## src/rtl/qspi_mem_scheduler.sv

```systemverilog
// rtl/qspi_mem_scheduler.sv - two-port round-robin QSPI master for flash, RAM A and RAM B
module qspi_mem_scheduler #(
  parameter int CS_IDLE_CYC = 2,
  parameter int FLASH_DUMMY = 6,
  parameter int RAM_DUMMY   = 4
) (
  input  logic        clk_i,
  input  logic        rst_i,
  input  logic        req0_i,
  input  logic        req1_i,
  input  logic [24:0] addr0_i,
  input  logic [24:0] addr1_i,
  input  logic [1:0]  size0_i,
  input  logic [1:0]  size1_i,
  input  logic        we1_i,
  input  logic [31:0] wdata1_i,
  output logic        ack0_o,
  output logic        ack1_o,
  output logic        err0_o,
  output logic        err1_o,
  output logic [31:0] rdata0_o,
  output logic [31:0] rdata1_o,
  output logic        qspi_clk_o,
  output logic [3:0]  qspi_data_out_o,
  output logic [3:0]  qspi_data_oe_o,
  input  logic [3:0]  qspi_data_in_i,
  output logic        qspi_flash_select_o,
  output logic        qspi_ram_a_select_o,
  output logic        qspi_ram_b_select_o,
  output logic        busy_o
);

  typedef enum logic [2:0] {
    S_IDLE, S_SEL, S_CMD, S_ADDR, S_DUMMY, S_DATA, S_GAP
  } state_t;

  localparam logic [7:0] GAP_LAST  = 8'(CS_IDLE_CYC - 1);
  localparam logic [4:0] FL_DUMMY  = 5'(FLASH_DUMMY);
  localparam logic [4:0] RM_DUMMY  = 5'(RAM_DUMMY);

  state_t      state_q, state_d;
  logic [4:0]  cnt_q, cnt_d;
  logic        ph_q, ph_d;
  logic        port_q, port_d;
  logic        prio_q, prio_d;
  logic        we_q, we_d;
  logic [1:0]  dev_q, dev_d;
  logic [22:0] addr_q, addr_d;
  logic [4:0]  len_q, len_d;
  logic [31:0] wdata_q, wdata_d;
  logic [31:0] rd_q, rd_d;
  logic [7:0]  gap_q, gap_d;
  logic        ack0_q, ack0_d, ack1_q, ack1_d;
  logic        err0_q, err0_d, err1_q, err1_d;
  logic [31:0] rdata0_q, rdata0_d, rdata1_q, rdata1_d;

  logic        gnt_port;
  logic [24:0] gnt_addr;
  logic [1:0]  gnt_size;
  logic        gnt_we;
  logic [4:0]  dummy_len;
  logic [4:0]  phase_last;
  logic [4:0]  data_idx;
  logic [4:0]  addr_idx;
  logic [23:0] addr24;
  logic [7:0]  cmd_byte;

  // When both ports request, the one not served last wins
  assign gnt_port  = (req0_i && req1_i) ? prio_q : req1_i;
  assign gnt_addr  = gnt_port ? addr1_i : addr0_i;
  assign gnt_size  = gnt_port ? size1_i : size0_i;
  assign gnt_we    = gnt_port & we1_i;

  assign dummy_len = dev_q[1] ? RM_DUMMY : FL_DUMMY;
  // Data nibble position: byte = cnt/2, high nibble on even counts
  assign data_idx  = {cnt_q[2:1], ~cnt_q[0], 2'b00};
  assign addr_idx  = 5'd20 - {cnt_q[2:0], 2'b00};
  assign addr24    = {1'b0, addr_q};
  assign cmd_byte  = we_q ? 8'h02 : 8'h0B;

  // Last nibble index of the phase currently being shifted
  always_comb begin
    phase_last = 5'd0;
    case (state_q)
      S_CMD:   phase_last = 5'd1;
      S_ADDR:  phase_last = 5'd5;
      S_DUMMY: phase_last = dummy_len - 5'd1;
      S_DATA:  phase_last = len_q - 5'd1;
      default: phase_last = 5'd0;
    endcase
  end

  // Next-state: arbitration, phase sequencing, read assembly and completion
  always_comb begin
    state_d  = state_q;
    cnt_d    = cnt_q;
    ph_d     = ph_q;
    port_d   = port_q;
    prio_d   = prio_q;
    we_d     = we_q;
    dev_d    = dev_q;
    addr_d   = addr_q;
    len_d    = len_q;
    wdata_d  = wdata_q;
    rd_d     = rd_q;
    gap_d    = gap_q;
    ack0_d   = 1'b0;
    ack1_d   = 1'b0;
    err0_d   = 1'b0;
    err1_d   = 1'b0;
    rdata0_d = rdata0_q;
    rdata1_d = rdata1_q;
    case (state_q)
      S_IDLE: begin
        if (req0_i || req1_i) begin
          prio_d  = ~gnt_port;
          port_d  = gnt_port;
          we_d    = gnt_we;
          dev_d   = gnt_addr[24] ? gnt_addr[24:23] : 2'b00;
          addr_d  = gnt_addr[22:0];
          wdata_d = wdata1_i;
          case (gnt_size)
            2'b00:   len_d = 5'd2;
            2'b01:   len_d = 5'd4;
            default: len_d = 5'd8;
          endcase
          cnt_d = 5'd0;
          ph_d  = 1'b0;
          rd_d  = 32'd0;
          gap_d = 8'd0;
          if (gnt_we && !gnt_addr[24]) begin
            // Flash is read-only: answer at once and never touch the bus
            ack1_d  = 1'b1;
            err1_d  = 1'b1;
            state_d = S_GAP;
          end else begin
            state_d = S_SEL;
          end
        end
      end
      S_SEL: state_d = dev_q[1] ? S_CMD : S_ADDR;
      S_CMD, S_ADDR, S_DUMMY, S_DATA: begin
        if (!ph_q) begin
          ph_d = 1'b1;
        end else begin
          ph_d = 1'b0;
          if (state_q == S_DATA && !we_q) begin
            rd_d = rd_q | (32'(qspi_data_in_i) << data_idx);
          end
          if (cnt_q == phase_last) begin
            cnt_d = 5'd0;
            case (state_q)
              S_CMD:   state_d = S_ADDR;
              S_ADDR:  state_d = (we_q || dummy_len == 5'd0) ? S_DATA : S_DUMMY;
              S_DUMMY: state_d = S_DATA;
              default: begin
                state_d = S_GAP;
                gap_d   = 8'd0;
                if (port_q) begin
                  ack1_d = 1'b1;
                  if (!we_q) rdata1_d = rd_d;
                end else begin
                  ack0_d   = 1'b1;
                  rdata0_d = rd_d;
                end
              end
            endcase
          end else begin
            cnt_d = cnt_q + 5'd1;
          end
        end
      end
      S_GAP: begin
        if (gap_q >= GAP_LAST) state_d = S_IDLE;
        else gap_d = gap_q + 8'd1;
      end
      default: state_d = S_IDLE;
    endcase
  end

  // State and datapath registers with synchronous reset
  always_ff @(posedge clk_i) begin
    if (rst_i) begin
      state_q  <= S_IDLE;
      cnt_q    <= 5'd0;
      ph_q     <= 1'b0;
      port_q   <= 1'b0;
      prio_q   <= 1'b0;
      we_q     <= 1'b0;
      dev_q    <= 2'b00;
      addr_q   <= 23'd0;
      len_q    <= 5'd0;
      wdata_q  <= 32'd0;
      rd_q     <= 32'd0;
      gap_q    <= 8'd0;
      ack0_q   <= 1'b0;
      ack1_q   <= 1'b0;
      err0_q   <= 1'b0;
      err1_q   <= 1'b0;
      rdata0_q <= 32'd0;
      rdata1_q <= 32'd0;
    end else begin
      state_q  <= state_d;
      cnt_q    <= cnt_d;
      ph_q     <= ph_d;
      port_q   <= port_d;
      prio_q   <= prio_d;
      we_q     <= we_d;
      dev_q    <= dev_d;
      addr_q   <= addr_d;
      len_q    <= len_d;
      wdata_q  <= wdata_d;
      rd_q     <= rd_d;
      gap_q    <= gap_d;
      ack0_q   <= ack0_d;
      ack1_q   <= ack1_d;
      err0_q   <= err0_d;
      err1_q   <= err1_d;
      rdata0_q <= rdata0_d;
      rdata1_q <= rdata1_d;
    end
  end

  // Pad decode: select, SPI clock in cycle B, nibble mux and output enable
  always_comb begin
    qspi_clk_o          = 1'b0;
    qspi_data_out_o     = 4'h0;
    qspi_data_oe_o      = 4'hF;
    qspi_flash_select_o = 1'b1;
    qspi_ram_a_select_o = 1'b1;
    qspi_ram_b_select_o = 1'b1;
    if (state_q inside {S_SEL, S_CMD, S_ADDR, S_DUMMY, S_DATA}) begin
      qspi_flash_select_o = dev_q[1];
      qspi_ram_a_select_o = !(dev_q == 2'b10);
      qspi_ram_b_select_o = !(dev_q == 2'b11);
    end
    if (state_q inside {S_CMD, S_ADDR, S_DUMMY, S_DATA}) qspi_clk_o = ph_q;
    case (state_q)
      S_CMD:   qspi_data_out_o = cnt_q[0] ? cmd_byte[3:0] : cmd_byte[7:4];
      S_ADDR:  qspi_data_out_o = 4'(addr24 >> addr_idx);
      S_DUMMY: qspi_data_oe_o  = 4'h0;
      S_DATA: begin
        if (we_q) qspi_data_out_o = 4'(wdata_q >> data_idx);
        else qspi_data_oe_o = 4'h0;
      end
      default: qspi_data_out_o = 4'h0;
    endcase
  end

  assign ack0_o   = ack0_q;
  assign ack1_o   = ack1_q;
  assign err0_o   = err0_q;
  assign err1_o   = err1_q;
  assign rdata0_o = rdata0_q;
  assign rdata1_o = rdata1_q;
  assign busy_o   = (state_q != S_IDLE);

endmodule

```

## config.mk

```make
export PLATFORM = sky130hd
export DESIGN_NAME = qspi_mem_scheduler
export DESIGN_NICKNAME = d
export VERILOG_FILES = /design/src/rtl/qspi_mem_scheduler.sv
export SDC_FILE = /design/constraint.sdc
export NUM_CORES = 1
export LEC_CHECK = 0
export CORE_MARGIN = 2
export CORE_UTILIZATION = 28
export DETAILED_ROUTE_END_ITERATION = 12
export GPL_ROUTABILITY_DRIVEN = 0
export PLACE_DENSITY_LB_ADDON = 0.25
export SLEW_MARGIN = 10
export SYNTH_ARGS = -nofsm -noshare
export SYNTH_HDL_FRONTEND = slang
export SYNTH_SLANG_ARGS = --single-unit
```

## constraint.sdc

```tcl
create_clock -name clk_i -period 3.1 [get_ports clk_i]
set_input_delay 0.31 -clock clk_i [delete_from_list [all_inputs] [get_ports clk_i]]
set_output_delay 0.31 -clock clk_i [all_outputs]
set_load 0.005 [all_outputs]
```

==> impl_metrics.toml <==
[hold_path]
whs_path_depth = 2
hold_path.class = "input pin to flip-flop"

[job]
drv_cap = 0

[critical_path]
critPathLaunchType = "flip-flop"
cp.required_ps = 2790
path_max_fanout = 9
cp_top_family = "multiplexers"
reg2reg_depth = 9
crit_path_end_kind = "output pin"
max_stage_delay_ps = 580
critical_path_buf_inv_count = 1
arrival_ps = 2600
crit_cells = 5
crit_type = "flip-flop to output pin"
cp_slowest_cell = "mux4_2"
path_cells = "ha_1, mux4_2, a21oi_1, o22ai_1, clkdlybuf4s50_1"

[global_routing]
grt_pass1_vias = 7157
antenna_found_initial = 0
grt_pass1_wl_mm = 39.5
grt_util_all_layers_pct = 16.2
grt_max_degree = 66
grt_overflow = 0

[logic_synthesis]
synth_nets = 1071
muxShareOfSynthArea_pct = 7.51
yosys_warnings = 0
ys_seq_area_share_pct = 44.2
synth_xor_area_share_pct = 0.540
synthArstFlopShare_pct = 0
avgSynthCellArea_sq_um = 8.38
yosysUniqueCellTypes = 64
synth_adder_area_share_pct = 1.23
synth-edff-count = 0
synth_top_flop_cell = "dfxtp_1"
ys_seq_elements = 179
synth_compound_area_share_pct = 20.6
synth_top_family_by_area = "compound AO/OA/AOI/OAI gates"
netlist_instances = 968
synth_simple_gate_area_share_pct = 20.4
syn-cell-area_sq_um = 8110

[route]
viasPerCell = 4.92
drtAntennaViolNets = 0
num_vias = 7385
wirelength_mm = 24.7
dr.pass1.iters = 5
drc = 0
wl_per_cell_um = 16.5
drt_iter0_drc = 457

[sta]
setup_tns_ps = 0
period_minus_slack_ps = 2910
worst_slew_pin_slew_ps = 687
finalHoldViolations = 0
fmax_ghz = 0.343
finalCritPeriodShare_pct = 94.0
rsz0062_at_grt = "false"
finalClockSkew_ps = 12.4
slew_violations = 0
slew_headroom_pct = 54.2
setup_viol = 0

[cells_and_area]
nets = 1209
area_delta_synth_final_pct = 33.7
drive_gt1_share_pct = 8.77
seqCellArea_sq_um = 3590
fillers = 2934
multi_input_area_sq_um = 4160
diodes = 0

[floorplan]
core_sq_um = 28600
ios = 176
num_rows = 62
die_h_um = 174
start_util_pct = 28.3
dieArea_sq_um = 30400
die_w_um = 174

[clocking]
cts_tree = "built"
htreeDepth = 4
path_clk_slew_ps = 70
clockBufferDepth = 2
cts_hold_buf = 0
cts-root-buf = "clkbuf_16"
clk_latency_ps = 430
numCtsBuffers = 17
clock_sinks = 179

[placement]
portBuffers = 174
place.detailed.hpwl_mm = 17.1

[pwr]
p_leak_nw = 3.82
power.density_nw_per_um2 = 687
power_mw = 7.45
max-vdd-ir-drop_mv = 0.479

[status]
outcome = "finished clean"
-- registers in the layout, indices dropped and copies added (netlist names) --
name	cells
err1_o	1
gap_q	8
len_q	3
wdata_q	32
state_q	3
ack0_o	1
we_q	1
prio_q	1
dev_q	2
rdata0_o	32
ph_q	1
ack1_o	1
port_q	1
addr_q	23
rdata1_o	32
rd_q	32
cnt_q	5
-- routing by layer --
layer / part of all wire, % / routed length (um) / up-vias / track usage (%)
li1: - / - / 3723 / -
met1: 47 / 11700 / 3446 / 21.7
met2: 45 / 11200 / 202 / 25.8
met3: 6.6 / 1630 / 14 / 4.44
met4: 0.87 / 216 / 0 / 3.61
met5: 0 / 0 / - / 0
-- worst paths after layout --
path                 start            endpoint  slack (ps)
setup / recovery  cnt_q[2]  qspi_data_out_o[2]         190
hold / removal       rst_i            dev_q[0]         330
setup reg to reg  len_q[1]         rdata1_o[9]         190
hold reg to reg   rd_q[23]            rd_q[23]         440
-- cell usage after synthesis, drive strengths merged, types with 19 or more instances --
cell type	count	area [sq um]
o21ai	38	190
nand3	33	165
a311oi	25	219
nand2	176	661
a21oi	72	360
a31oi	67	419
dfxtp	179	3580
clkbuf	64	240
inv	20	75.1
nand2b	24	150
mux2i	35	350
buf	19	128
nor2	81	304
-- per-stage QoR --
step	area (sq um)	setup WS (ps)	util, %	hold WS, ps	std cells
final	10800	186	37.9	331	1502
after floorplan	8110	273	-	422	968
after global routing	10800	22.0	37.9	355	1502
after global placement	10200	264	35.8	430	1471
after CTS	10800	113	37.8	332	1502
after detailed placement	10200	164	35.8	435	1471
-- power by group --
part | internal (mW) | switching [mW]
Clock | 1.23 | 0.997
Combinational | 0.965 | 1.53
Sequential | 2.57 | 0.173
Total | 4.76 | 2.70
-- cell type report --
cell class	instances	area share, %
Inverter	21	0.727
Multi-Input combinational cell	685	38.3
Clock buffer	19	4.08
Tap cell	384	4.43
Timing Repair Buffer	202	18.1
Sequential cell	179	33.1
Clock inverter	12	1.33
-- cells by family (layout without fill, tap and decap cells) --
kind of cell,after synthesis,in the layout
AND/OR/NAND/NOR,369,369
AO/OA/AOI/OAI,255,255
flip-flops,179,179
buffers and inverters,104,254
multiplexers,47,47
adder cells (fa/ha/maj),8,8
XOR/XNOR,5,5
other,1,1
-- cells in the final DEF (no fill, tap or decap), drive strengths merged, types with 10 or more instances in the layout --
cell type      count
dfxtp            179
nand2            176
clkdlybuf4s50    173
nor2              81
a21oi             72
a31oi             67
o21ai             38
mux2i             35
nand3             33
buf               29
inv               26
a311oi            25
nand2b            24
clkbuf            19
mux4              11
nor2b             10
a21o              10
-- timing repair --
item,4_1_cts,5_1_grt
gates resized for setup,0,4
setup endpoints to repair,0,49
buffers inserted,0,0
hold endpoints to repair,0,0
No activity file was read; power rests on OpenSTA's default activity.
